File: config.mk
export PLATFORM = sky130hd
export DESIGN_NAME = rgb_pwm_driver_flat
export DESIGN_NICKNAME = d
export VERILOG_FILES = /design/src/rtl/rgb_pwm_driver_pkg.sv /design/src/rtl/rgb_pwm_driver_if.sv /design/src/rtl/rgb_pwm_driver_pwm_counter.sv /design/src/rtl/rgb_pwm_driver.sv /design/src/flat_wrapper.sv
export SDC_FILE = /design/constraint.sdc
export NUM_CORES = 1
export LEC_CHECK = 0
export ABC_CLOCK_PERIOD_IN_PS = 5100
export CAP_MARGIN = 20
export CORE_MARGIN = 2
export CORE_UTILIZATION = 55
export CTS_BUF_LIST = sky130_fd_sc_hd__clkbuf_8
export DETAILED_ROUTE_END_ITERATION = 10
export MAX_ROUTING_LAYER = met4
export PLACE_DENSITY = 0.76
export SETUP_SLACK_MARGIN = 0.5
export SYNTH_ARGS = -nofsm -noshare
export SYNTH_HDL_FRONTEND = slang
export SYNTH_SLANG_ARGS = --single-unit
export TNS_END_PERCENT = 50
File: constraint.sdc
create_clock -name clk -period 5.1 [get_ports clk]
set_input_delay 1.53 -clock clk [delete_from_list [all_inputs] [get_ports clk]]
set_output_delay 1.53 -clock clk [all_outputs]
set_load 0.03 [all_outputs]
File: src/rtl/rgb_pwm_driver_pkg.sv
// Shared definitions for the RGB PWM driver: mode encoding, blink FSM
// states and the LED enable rule.
package rgb_pkg;

  localparam logic [1:0] MODE_OFF    = 2'b00;
  localparam logic [1:0] MODE_STEADY = 2'b01;
  localparam logic [1:0] MODE_BLINK  = 2'b10;
  localparam logic [1:0] MODE_RSVD   = 2'b11;

  typedef enum logic [1:0] {
    ST_IDLE      = 2'b00,
    ST_BLINK_ON  = 2'b01,
    ST_BLINK_OFF = 2'b10
  } blink_state_e;

  // Steady mode always lights; blink lights only in its on half-phase.
  // Off and reserved modes never light.
  function automatic logic led_enable(input logic [1:0] mode, input blink_state_e state);
    return (mode == MODE_STEADY) || (state == ST_BLINK_ON);
  endfunction

endpackage

File: src/rtl/rgb_pwm_driver_if.sv
// Colour/brightness request bus into the driver and LED drives back out.
interface rgb_pwm_driver_if #(
  parameter int PWM_W = 8
);

  logic             R;
  logic             G;
  logic             B;
  logic [PWM_W-1:0] duty;
  logic [1:0]       mode;
  logic             load;
  logic             led_r;
  logic             led_g;
  logic             led_b;
  logic             period_tick;

  modport master (
    output R, G, B, duty, mode, load,
    input  led_r, led_g, led_b, period_tick
  );

  modport slave (
    input  R, G, B, duty, mode, load,
    output led_r, led_g, led_b, period_tick
  );

endinterface

File: src/rtl/rgb_pwm_driver_pwm_counter.sv
// Free-running PWM period counter. wrap flags the last count of a period;
// tick is the registered period-start pulse that follows it.
module pwm_counter #(
  parameter int PWM_W = 8
) (
  input  logic             clk,
  input  logic             rst,
  output logic [PWM_W-1:0] cnt,
  output logic             wrap,
  output logic             tick
);

  assign wrap = (cnt == {PWM_W{1'b1}});

  // Count every clock; tick lands in the cycle where cnt has just returned to 0.
  // Reset leaves tick low so the first pulse comes a full period later.
  always_ff @(posedge clk) begin
    if (rst) begin
      cnt  <= '0;
      tick <= 1'b0;
    end else begin
      cnt  <= cnt + 1'b1;
      tick <= wrap;
    end
  end

endmodule

File: src/rtl/rgb_pwm_driver.sv
// RGB PWM LED driver: pending/active settings, blink FSM and LED outputs.
// New settings only take effect at a period boundary so duty and colour
// never change mid-period.
//
//   state        | meaning
//   -------------+--------------------------------------------------
//   ST_IDLE      | not blinking (mode off, steady or reserved)
//   ST_BLINK_ON  | blink on half-phase, PWM drives LEDs
//   ST_BLINK_OFF | blink off half-phase, LEDs held low
module rgb_pwm_driver
  import rgb_pkg::*;
#(
  parameter int PWM_W     = 8,
  parameter int BLINK_DIV = 4
) (
  input  logic            clk,
  input  logic            rst,
  rgb_pwm_driver_if.slave bus
);

  localparam logic [7:0] BCNT_LAST = 8'(BLINK_DIV - 1);

  logic [PWM_W-1:0] cnt;
  logic             wrap;
  logic             tick;

  logic [2:0]       in_rgb;
  logic [2:0]       pend_rgb;
  logic [PWM_W-1:0] pend_duty;
  logic [1:0]       pend_mode;
  logic             pend_valid;

  logic [2:0]       act_rgb;
  logic [PWM_W-1:0] act_duty;
  logic [1:0]       act_mode;

  logic [2:0]       nxt_rgb;
  logic [PWM_W-1:0] nxt_duty;
  logic [1:0]       nxt_mode;

  blink_state_e     state;
  logic [7:0]       bcnt;
  logic             en;
  logic             led_r_q;
  logic             led_g_q;
  logic             led_b_q;

  pwm_counter #(.PWM_W(PWM_W)) u_pwm_counter (
    .clk  (clk),
    .rst  (rst),
    .cnt  (cnt),
    .wrap (wrap),
    .tick (tick)
  );

  assign in_rgb = {bus.R, bus.G, bus.B};

  // Settings installed at the next wrap: a load in the wrap cycle itself
  // beats anything pending, otherwise pending wins over keeping the old set.
  always_comb begin
    nxt_rgb  = act_rgb;
    nxt_duty = act_duty;
    nxt_mode = act_mode;
    if (bus.load) begin
      nxt_rgb  = in_rgb;
      nxt_duty = bus.duty;
      nxt_mode = bus.mode;
    end else if (pend_valid) begin
      nxt_rgb  = pend_rgb;
      nxt_duty = pend_duty;
      nxt_mode = pend_mode;
    end
  end

  // Pending register: last load before the wrap wins; consumed at the wrap.
  always_ff @(posedge clk) begin
    if (rst) begin
      pend_rgb   <= '0;
      pend_duty  <= '0;
      pend_mode  <= MODE_OFF;
      pend_valid <= 1'b0;
    end else if (wrap) begin
      pend_valid <= 1'b0;
    end else if (bus.load) begin
      pend_rgb   <= in_rgb;
      pend_duty  <= bus.duty;
      pend_mode  <= bus.mode;
      pend_valid <= 1'b1;
    end
  end

  // Active set changes only on the period boundary.
  always_ff @(posedge clk) begin
    if (rst) begin
      act_rgb  <= '0;
      act_duty <= '0;
      act_mode <= MODE_OFF;
    end else if (wrap) begin
      act_rgb  <= nxt_rgb;
      act_duty <= nxt_duty;
      act_mode <= nxt_mode;
    end
  end

  // Blink FSM advances once per period, judged against the mode being installed.
  always_ff @(posedge clk) begin
    if (rst) begin
      state <= ST_IDLE;
      bcnt  <= '0;
    end else if (wrap) begin
      if (nxt_mode != MODE_BLINK) begin
        state <= ST_IDLE;
        bcnt  <= '0;
      end else if (state == ST_IDLE) begin
        state <= ST_BLINK_ON;
        bcnt  <= '0;
      end else if (bcnt == BCNT_LAST) begin
        state <= (state == ST_BLINK_ON) ? ST_BLINK_OFF : ST_BLINK_ON;
        bcnt  <= '0;
      end else begin
        bcnt  <= bcnt + 8'd1;
      end
    end
  end

  assign en = led_enable(act_mode, state);

  // LED drives lag cnt by one clock; duty of all-ones still leaves one low clock.
  always_ff @(posedge clk) begin
    if (rst) begin
      led_r_q <= 1'b0;
      led_g_q <= 1'b0;
      led_b_q <= 1'b0;
    end else begin
      led_r_q <= act_rgb[2] & en & (cnt < act_duty);
      led_g_q <= act_rgb[1] & en & (cnt < act_duty);
      led_b_q <= act_rgb[0] & en & (cnt < act_duty);
    end
  end

  assign bus.led_r       = led_r_q;
  assign bus.led_g       = led_g_q;
  assign bus.led_b       = led_b_q;
  assign bus.period_tick = tick;

endmodule

File: src/flat_wrapper.sv
// flat-port wrapper written by rule: the top's interface ports become plain ports
module rgb_pwm_driver_flat import rgb_pkg::*;
#(
  parameter int PWM_W     = 8,
  parameter int BLINK_DIV = 4
)
  (clk, rst, bus_R, bus_G, bus_B, bus_duty, bus_mode, bus_load, bus_led_r, bus_led_g, bus_led_b, bus_period_tick);
  rgb_pwm_driver_if #(.PWM_W(PWM_W)) bus_i ();
  input  logic clk;
  input  logic rst;
  input wire logic [$bits(bus_i.R)-1:0] bus_R;
  input wire logic [$bits(bus_i.G)-1:0] bus_G;
  input wire logic [$bits(bus_i.B)-1:0] bus_B;
  input wire logic [$bits(bus_i.duty)-1:0] bus_duty;
  input wire logic [$bits(bus_i.mode)-1:0] bus_mode;
  input wire logic [$bits(bus_i.load)-1:0] bus_load;
  output wire logic [$bits(bus_i.led_r)-1:0] bus_led_r;
  output wire logic [$bits(bus_i.led_g)-1:0] bus_led_g;
  output wire logic [$bits(bus_i.led_b)-1:0] bus_led_b;
  output wire logic [$bits(bus_i.period_tick)-1:0] bus_period_tick;
  assign bus_i.R = bus_R;
  assign bus_i.G = bus_G;
  assign bus_i.B = bus_B;
  assign bus_i.duty = bus_duty;
  assign bus_i.mode = bus_mode;
  assign bus_i.load = bus_load;
  assign bus_led_r = bus_i.led_r;
  assign bus_led_g = bus_i.led_g;
  assign bus_led_b = bus_i.led_b;
  assign bus_period_tick = bus_i.period_tick;
  rgb_pwm_driver #(.PWM_W(PWM_W), .BLINK_DIV(BLINK_DIV)) u_core (.clk(clk), .rst(rst), .bus(bus_i));
endmodule
# After elaboration in Yosys (flattened, before gate mapping)

Cells that the tools add are included.

Equal/unequal tests: 5
Magnitude comparators: 1
Multiplexer cells: 13
Bitwise logic cells: 7
Reductions and logical operators: 8
Add/subtract/negate cells: 2

Operators by type and width:

| kind                                                             | number |
|---|---|
| 8-bit two-way mux                                                | 5 |
| 8-bit by 1-bit adder with 8-bit output (second input constant)   | 2 |
| 2-bit two-way mux                                                | 6 |
| 8-bit by 2-bit == test with 1-bit output (second input constant) | 1 |
| 8-bit == test (second input constant)                            | 1 |
| 8-bit less-than comparator                                       | 1 |
| 1-bit AND                                                        | 6 |
| 3-bit two-way mux                                                | 2 |
| 2-bit AND reduction                                              | 3 |
| 2-bit by 1-bit == test with 1-bit output (second input constant) | 2 |
| 3-bit nonzero test                                               | 1 |
| 2-bit logical NOT                                                | 1 |
| 2-bit != test (second input constant)                            | 1 |
| 2-bit nonzero test                                               | 1 |
| 2-bit OR reduction                                               | 1 |
| 1-bit logical OR                                                 | 1 |
| 1-bit inverter                                                   | 1 |

Bits of input ports: 16
Flip-flop bits (word level): 49
Output and inout bits: 4
Word-level logic and storage cells: 50

# Depth between registers and ports, before layout

Gate-level depths: netlist of the first run.

Depth after elaboration: 5
Gate-level depth with buffers: 8
Gate-level depth less buffers: 6

# Cells and area by module

Synthesis of the first run repeated with hierarchy kept, for this count alone.

Cells, all modules: 268
Area total of the unflattened synthesis: 2274.7 sq um

By module, submodules not included:

| module         | seq. area each (sq um) | area an instance (sq um) | cells an instance | times used |
|---|---|---|---|---|
| rgb_pwm_driver | 800.8                  | 1926.8                   | 231               | 1 |
| pwm_counter    | 180.2                  | 347.8                    | 37                | 1 |

# Worst setup path before layout of the first run

Ideal clock, no wire load.

Path kind: input to register
From: input bus_load
To: register u_core.bcnt[6]
Data required time: 5.026 ns
Data arrival time: 2.603 ns
Path slack: 2.422 ns
Buffers on the path: 2
Setup time: 0.074 ns
Cell stages on the path: 6
Cells stage by stage: buf_6 o21a_1 nor4_2 buf_4 nand3_1 a31oi_1

Word-level cells in the longest chain between the ends: 3

RTL lines:

| item                 | line                  | RTL |
|---|---|---|
| start, declared      | flat_wrapper.sv:16    | `input wire logic [$bits(bus_i.load)-1:0] bus_load;` |
| 2-bit two-way mux    | rgb_pwm_driver.sv:64  | `if (bus.load) begin` |
| 2-bit != test        | rgb_pwm_driver.sv:111 | `if (nxt_mode != MODE_BLINK) begin` |
| 8-bit two-way mux    | rgb_pwm_driver.sv:111 |  |
| end signal, assigned | rgb_pwm_driver.sv:121 | `bcnt <= bcnt + 8'd1;` |
| end, declared        | rgb_pwm_driver.sv:42  | `logic [7:0] bcnt;` |

Every way passes these cells.
A chain may end at the register's enable or synchronous reset.

# Worst setup path in the final report of the first run

From: input bus_load
To: register u_core.bcnt[7]

The elaborated chain is that of the path after synthesis.

==> results of run 1 <==
-- state kept, by name (all words and copies together), names as in the netlist, 2 cells and up --
signal                    count
u_core.pend_duty              8
u_core.act_mode               2
u_core.pend_mode              2
u_core.pend_rgb               3
u_core.state                  2
u_core.bcnt                   8
u_core.act_duty               8
u_core.u_pwm_counter.cnt      8
u_core.act_rgb                3
-- through the flow --
step | setup WS, ns | hold slack, ns | power (mW) | area, sq um | std cells
floorplan | 2.422 | 0.4124 | 0.4411 | 2321 | 266
detailed placement | 1.255 | 0.4247 | 0.4604 | 2494 | 322
global route | 1.314 | 0.4629 | 0.7288 | 2595 | 330
global placement | 1.297 | 0.4263 | 0.4592 | 2494 | 322
CTS | 1.568 | 0.4374 | 0.7060 | 2595 | 330
finish | 1.532 | 0.4331 | 0.6986 | 2595 | 330
-- metal layers --
layer | global-route usage | routed length [microns]
met1 | 0.2744 | 2199
met2 | 0.3149 | 1871
met3 | 0.04870 | 137
met4 | 0.07353 | 61
met5 | - | 0
-- cells by family (layout without fill, tap and decap cells) --
family	count (synthesis)	in the layout	share of synthesized area
buffers and inverters	24	38	0.05552
and+or+nand+nor	110	110	0.2377
AOI/OAI and AO/OA	53	53	0.1450
adders and majority gates	9	9	0.04852
muxes	16	16	0.07169
xor gates and xnor gates	5	5	0.01887
DFF	49	49	0.4226
-- final cells by class --
cell class | count | area [sq um] | area share
tap | 50 | 62.56 | 0.02411
sequential | 49 | 980.9 | 0.3780
multi-input combinational | 193 | 1211 | 0.4667
clock buffer | 7 | 96.34 | 0.03713
timing repair buffer | 21 | 205.2 | 0.07907
clock inverter | 1 | 5.005 | 0.001929
inverter | 9 | 33.78 | 0.01302
-- critical path, cell delays in order --
cell and delay [ns]:
clkdlybuf4s50_1 0.76, mux2i_1 0.23, nor4_2 0.88, o21ai_0 0.20, a21oi_1 0.19
-- cells in the final DEF, fill, tap and decap left out, drive strengths merged, types with 3 or more instances in the layout --
| cell | instances |
|---|---|
| inv | 9 |
| a211oi | 12 |
| nor3 | 3 |
| nand3 | 27 |
| nand2b | 3 |
| ha | 9 |
| mux2i | 14 |
| o21ai | 3 |
| a21oi | 24 |
| or2 | 3 |
| xor2 | 3 |
| dfxtp | 49 |
| a31oi | 4 |
| clkbuf | 7 |
| a21o | 3 |
| nand2 | 29 |
| nor2 | 33 |
| clkdlybuf4s50 | 19 |
| nor4 | 3 |
-- synth_stat cells (2+ instances only) --
cell,number,area share
a211oi_1,12,0.039
ha_1,9,0.049
nand3_1,27,0.058
xor2_1,3,0.011
mux2i_1,14,0.060
a31oi_1,4,0.011
buf_6,3,0.015
a21oi_1,23,0.050
o21a_1,2,0.0065
nor2_2,2,0.0054
clkbuf_1,5,0.0081
dfxtp_1,49,0.42
nand2b_1,2,0.0054
a21o_1,3,0.0097
buf_1,2,0.0032
o21ai_0,3,0.0065
or2_2,3,0.0081
buf_2,2,0.0043
nand2_1,29,0.047
nor2_1,31,0.050
buf_4,2,0.0065
nor3_1,3,0.0065
inv_1,9,0.015
a211o_1,2,0.0075
xnor2_1,2,0.0075
-- path summary, 6_finish.rpt --
| kind | start | endpoint | cells past startpoint |
|---|---|---|---|
| worst max-delay path | bus_load | u_core.bcnt[7] | 5 |
| worst min-delay path | u_core.act_rgb[1] | u_core.bus.led_g | 2 |
| worst max register to register | u_core.u_pwm_counter.cnt[0] | u_core.act_rgb[2] | 6 |
| worst min register to register | u_core.act_rgb[1] | u_core.bus.led_g | 2 |
-- power groups by stage --
stage | combinational, mW | clock (mW) | sequential (mW)
floorplan | 0.0369 | 0 | 0.404
global placement | 0.0538 | 0 | 0.405
detailed placement | 0.0547 | 0 | 0.406
CTS | 0.0550 | 0.254 | 0.397
global route | 0.0606 | 0.270 | 0.398
finish | 0.0547 | 0.247 | 0.397
==> results.json, run 1 <==
{
  "p_leak_nw": 0.9229,
  "switching_power_uw": 157.7,
  "coreArea_sq_um": 4029,
  "wl_per_cell_microns": 12.94,
  "ys_async_sr_fraction": 0,
  "slew-limit-headroom": 0.3598,
  "synthToLayoutAreaGrowth_pct": 11.81,
  "fmax_mhz": 280.2,
  "io_pins": 20,
  "tns_ns": 0,
  "fin_crit_sh": 0.6997,
  "cts_setup_buffers": 0,
  "cts_buffer_depth": 2,
  "synth-edff-count": 0,
  "p_int_uw": 540.9,
  "setup_violations": 0,
  "finalHoldViolCount": 0,
  "switching_share": 0.2257,
  "grt-ovfl-total": 0,
  "die-area_sq_um": 4755,
  "dp_hpwl_mm": 2.901,
  "min_period_ns": 3.568,
  "grt_pass1_wl_mm": 7.141,
  "vias": 1820,
  "diodes": 0,
  "worst_pin_slew_ns": 0.9524,
  "power.density_nw_per_um2": 269.2,
  "r2r_setup_slack_ns": 2.62,
  "yosysUniqueCellTypes": 45,
  "ys_seq_elements": 49,
  "grt_max_degree": 48,
  "dr.pass1.iters": 4,
  "synth-seq-area-share": 0.4226,
  "synth_nets": 291,
  "fp.dieH_microns": 68.96,
  "fin_nets": 304,
  "cts_made_buffers": 5,
  "start_kind": "primary input",
  "wirelength_mm": 4.270,
  "crit_required_ns": 5.33,
  "synth.avg_cell_area_sq_um": 8.725,
  "ant_nets": 0,
  "die_x_microns": 68.96,
  "p_comb_frac": 0.078,
  "postCtsResizedCells": 0,
  "h-tree-depth": 2,
  "hold_path_class": "reg2reg",
  "fin_skew_ns": 0.006878,
  "grt_pass1_vias": 1570,
  "end_kind": "flop",
  "cts_root_buffer": "clkbuf_8",
  "status": "complete, no violations",
  "clk_latency_ns": 0.30,
  "yosys_warnings": 0,
  "rsz0062_at_grt": "false",
  "max_cap_violations": 0,
  "hold_buffers": 0,
  "n_fill_cell": 366,
  "drc": 0,
  "cts_sinks": 49,
  "slew_viol_final": 0,
  "synth_flop_cell": "dfxtp_1",
  "std_cell_rows": 23,
  "clkSlewWorstSetupHoldPaths_ns": 0.09,
  "power.share.sequential": 0.568,
  "grt.total_usage": 0.2087,
  "p_clk_frac": 0.354,
  "avgViaCountPerCell": 5.515,
  "cp.arrival_ns": 3.80,
  "start_util": 0.5761,
  "numPortBuffers": 19,
  "place_congestion": 0.8447,
  "antenna_found_initial": 0,
  "final_util": 0.6441,
  "cts_tree": "done",
  "worstPathMaxFanout": 12,
  "layout-drive-gt1-share": 0.08929,
  "netlist_area_sq_um": 2321,
  "synthCells": 266,
  "drt_iter0_markers": 87,
  "path_class": "in2reg",
  "peakVddDrop_mv": 0.1627
}
Note: power is estimated with default switching activity, not from simulation.
==> run 2: changes to the inputs <==
Settings changed: ABC_CLOCK_PERIOD_IN_PS 5100 to 3430.
Clock period 5.1 ns to 3.43 ns, I/O delays scaled along.
==> run 2 against run 1 <==
Against the previous run:
- die area is the same
- total power up 45%
- sequential share of layout area is 0.055 points lower
- largest power group unchanged
- sequential power rose by 49%
- routed wire length is 0.66% higher
- flip-flop and latch count unchanged
- count of clock-buffer cells in the layout shrank 2
- critical endpoint is now u_core.act_rgb[1]
- register-to-register slack lost 1.4 ns
- clock skew rose by 0.0017 ns
==> results.json, run 2 (synthesis gave the netlist of run 1 again) <==
{
  "status": "complete, no violations",
  "min_period_ns": 2.513,
  "grt_max_degree": 47,
  "synthToLayoutAreaGrowth_pct": 11.97,
  "hold_buffers": 0,
  "fin_crit_sh": 0.7328,
  "final_cell_mix": "49 x dfxtp_1, 31 x nor2_1, 29 x nand2_1",
  "fin_nets": 306,
  "n_fill_cell": 357,
  "clkSlewWorstSetupHoldPaths_ns": 0.09,
  "dp_hpwl_mm": 3.055,
  "reg2reg_to": "u_core.pend_mode[1]",
  "grt_pass1_vias": 1655,
  "grt-ovfl-total": 0,
  "drt_iter0_markers": 59,
  "reg2regPathDepth": 6,
  "max_cap_violations": 0,
  "cts_tree": "done",
  "wl_per_cell_microns": 12.95,
  "worst_pin_slew_ns": 0.8482,
  "crit_path_end": "u_core.act_rgb[1]",
  "io_pins": 20,
  "hold-path-cell-count": 2,
  "start_util": 0.5761,
  "power.density_nw_per_um2": 389.6,
  "coreArea_sq_um": 4029,
  "numPortBuffers": 19,
  "avgViaCountPerCell": 5.461,
  "setup_violations": 0,
  "path_class": "in2reg",
  "grt_pass1_wl_mm": 7.383,
  "clk_latency_ns": 0.30,
  "cts_buffer_depth": 2,
  "dr.pass1.iters": 4,
  "p_leak_nw": 0.9241,
  "crit_required_ns": 3.65,
  "postCtsResizedCells": 0,
  "tns_ns": 0,
  "slowest_stage": "clkdlybuf4s50_1",
  "final_common_cell": "dfxtp_1",
  "stdcell_count": 332,
  "dp.cells": 324,
  "worstPathMaxFanout": 25,
  "slew-limit-headroom": 0.4199,
  "start_kind": "primary input",
  "grt.total_usage": 0.2123,
  "cts_sinks": 49,
  "cts_root_buffer": "clkbuf_8",
  "slew_viol_final": 0,
  "fin_skew_ns": 0.008584,
  "std_cell_rows": 23,
  "cts_setup_buffers": 0,
  "diodes": 0,
  "fp.dieH_microns": 68.96,
  "peakVddDrop_mv": 0.2576,
  "h-tree-depth": 2,
  "fmax_mhz": 397.9,
  "drc": 0,
  "die-area_sq_um": 4755,
  "crit_start": "bus_load",
  "rsz0062_at_grt": "false",
  "die_x_microns": 68.96,
  "cp_cell_sequence": "clkdlybuf4s50_1 -> buf_4 -> nor2_1 -> nor2_2 -> buf_4 -> nor2_1 -> a211oi_1",
  "regToRegStartpoint": "u_core.u_pwm_counter.cnt[0]",
  "finalHoldViolCount": 0,
  "hold_path_class": "reg2reg",
  "max_stage_delay_ns": 0.59,
  "ant_nets": 0,
  "layout-drive-gt1-share": 0.09574,
  "end_kind": "flop",
  "antenna_found_initial": 0,
  "cts_made_buffers": 5,
  "vias": 1813,
  "cp.arrival_ns": 2.73,
  "place_congestion": 0.7471,
  "r2r_setup_slack_ns": 1.18,
  "wirelength_mm": 4.298
}
==> run 2: changes by cell type in the layout (fill, tap and decap cells not counted) <==
cell        before  now
clkbuf_8         7    5
buf_4            2    4
inv_6            0    1
clkinvlp_4       0    1
==> run 2: critical path, delay by kind of cell <==
family / cells / cell delay [ns]
AOI/OAI and AO/OA: 1 / 0.23
buffers and inverters: 3 / 1.18
and+or+nand+nor: 3 / 0.28
==> run 2: worst min path at each step <==
stage / from / endpoint / slack [ns]
2_1_floorplan: u_core.act_rgb[0] / u_core.bus.led_b / 0.41
3_3_place_gp: u_core.act_rgb[2] / u_core.bus.led_r / 0.43
3_5_place_dp: u_core.act_rgb[0] / u_core.bus.led_b / 0.43
4_1_cts: u_core.act_rgb[0] / u_core.bus.led_b / 0.44
5_1_grt: u_core.pend_duty[1] / u_core.pend_duty[1] / 0.48
6_report: u_core.act_rgb[2] / u_core.bus.led_r / 0.44
==> run 2: power breakdown <==
group	leakage (nW)	switching (mW)	internal, mW	total [mW]
sequential	0.398	0.00936	0.581	0.590
clock	0.0445	0.196	0.145	0.341
combinational	0.482	0.0401	0.0413	0.0814
==> run 2: layout make-up <==
cell class / count / area, sq um / share of cell area
tap: 50 / 62.56 / 0.02407
multi-input combinational: 193 / 1211 / 0.4661
inverter: 9 / 33.78 / 0.01300
sequential: 49 / 980.9 / 0.3775
timing repair buffer: 23 / 220.2 / 0.08474
clock inverter: 3 / 21.27 / 0.008185
clock buffer: 5 / 68.82 / 0.02648
==> run 2: layer usage <==
metal,vias to the layer above,share of wire,global-route usage
met5,-,0,-
met4,0,0.011,0.04412
met3,6,0.032,0.05357
met2,21,0.46,0.3486
met1,827,0.49,0.2656
li1,959,-,-
==> run 2: metrics by stage <==
stage	instance area (sq um)	hold WS, ns	power (mW)	worst slack (ns)	utilization
after floorplan	2321	0.4124	0.6558	1.253	-
after global placement	2509	0.4260	0.6828	0.6871	0.6227
after global routing	2599	0.4770	1.053	0.7622	0.6450
final	2599	0.4437	1.013	0.9165	0.6450
after detailed placement	2509	0.4312	0.6849	0.5725	0.6227
after CTS	2599	0.4445	1.018	0.8920	0.6450
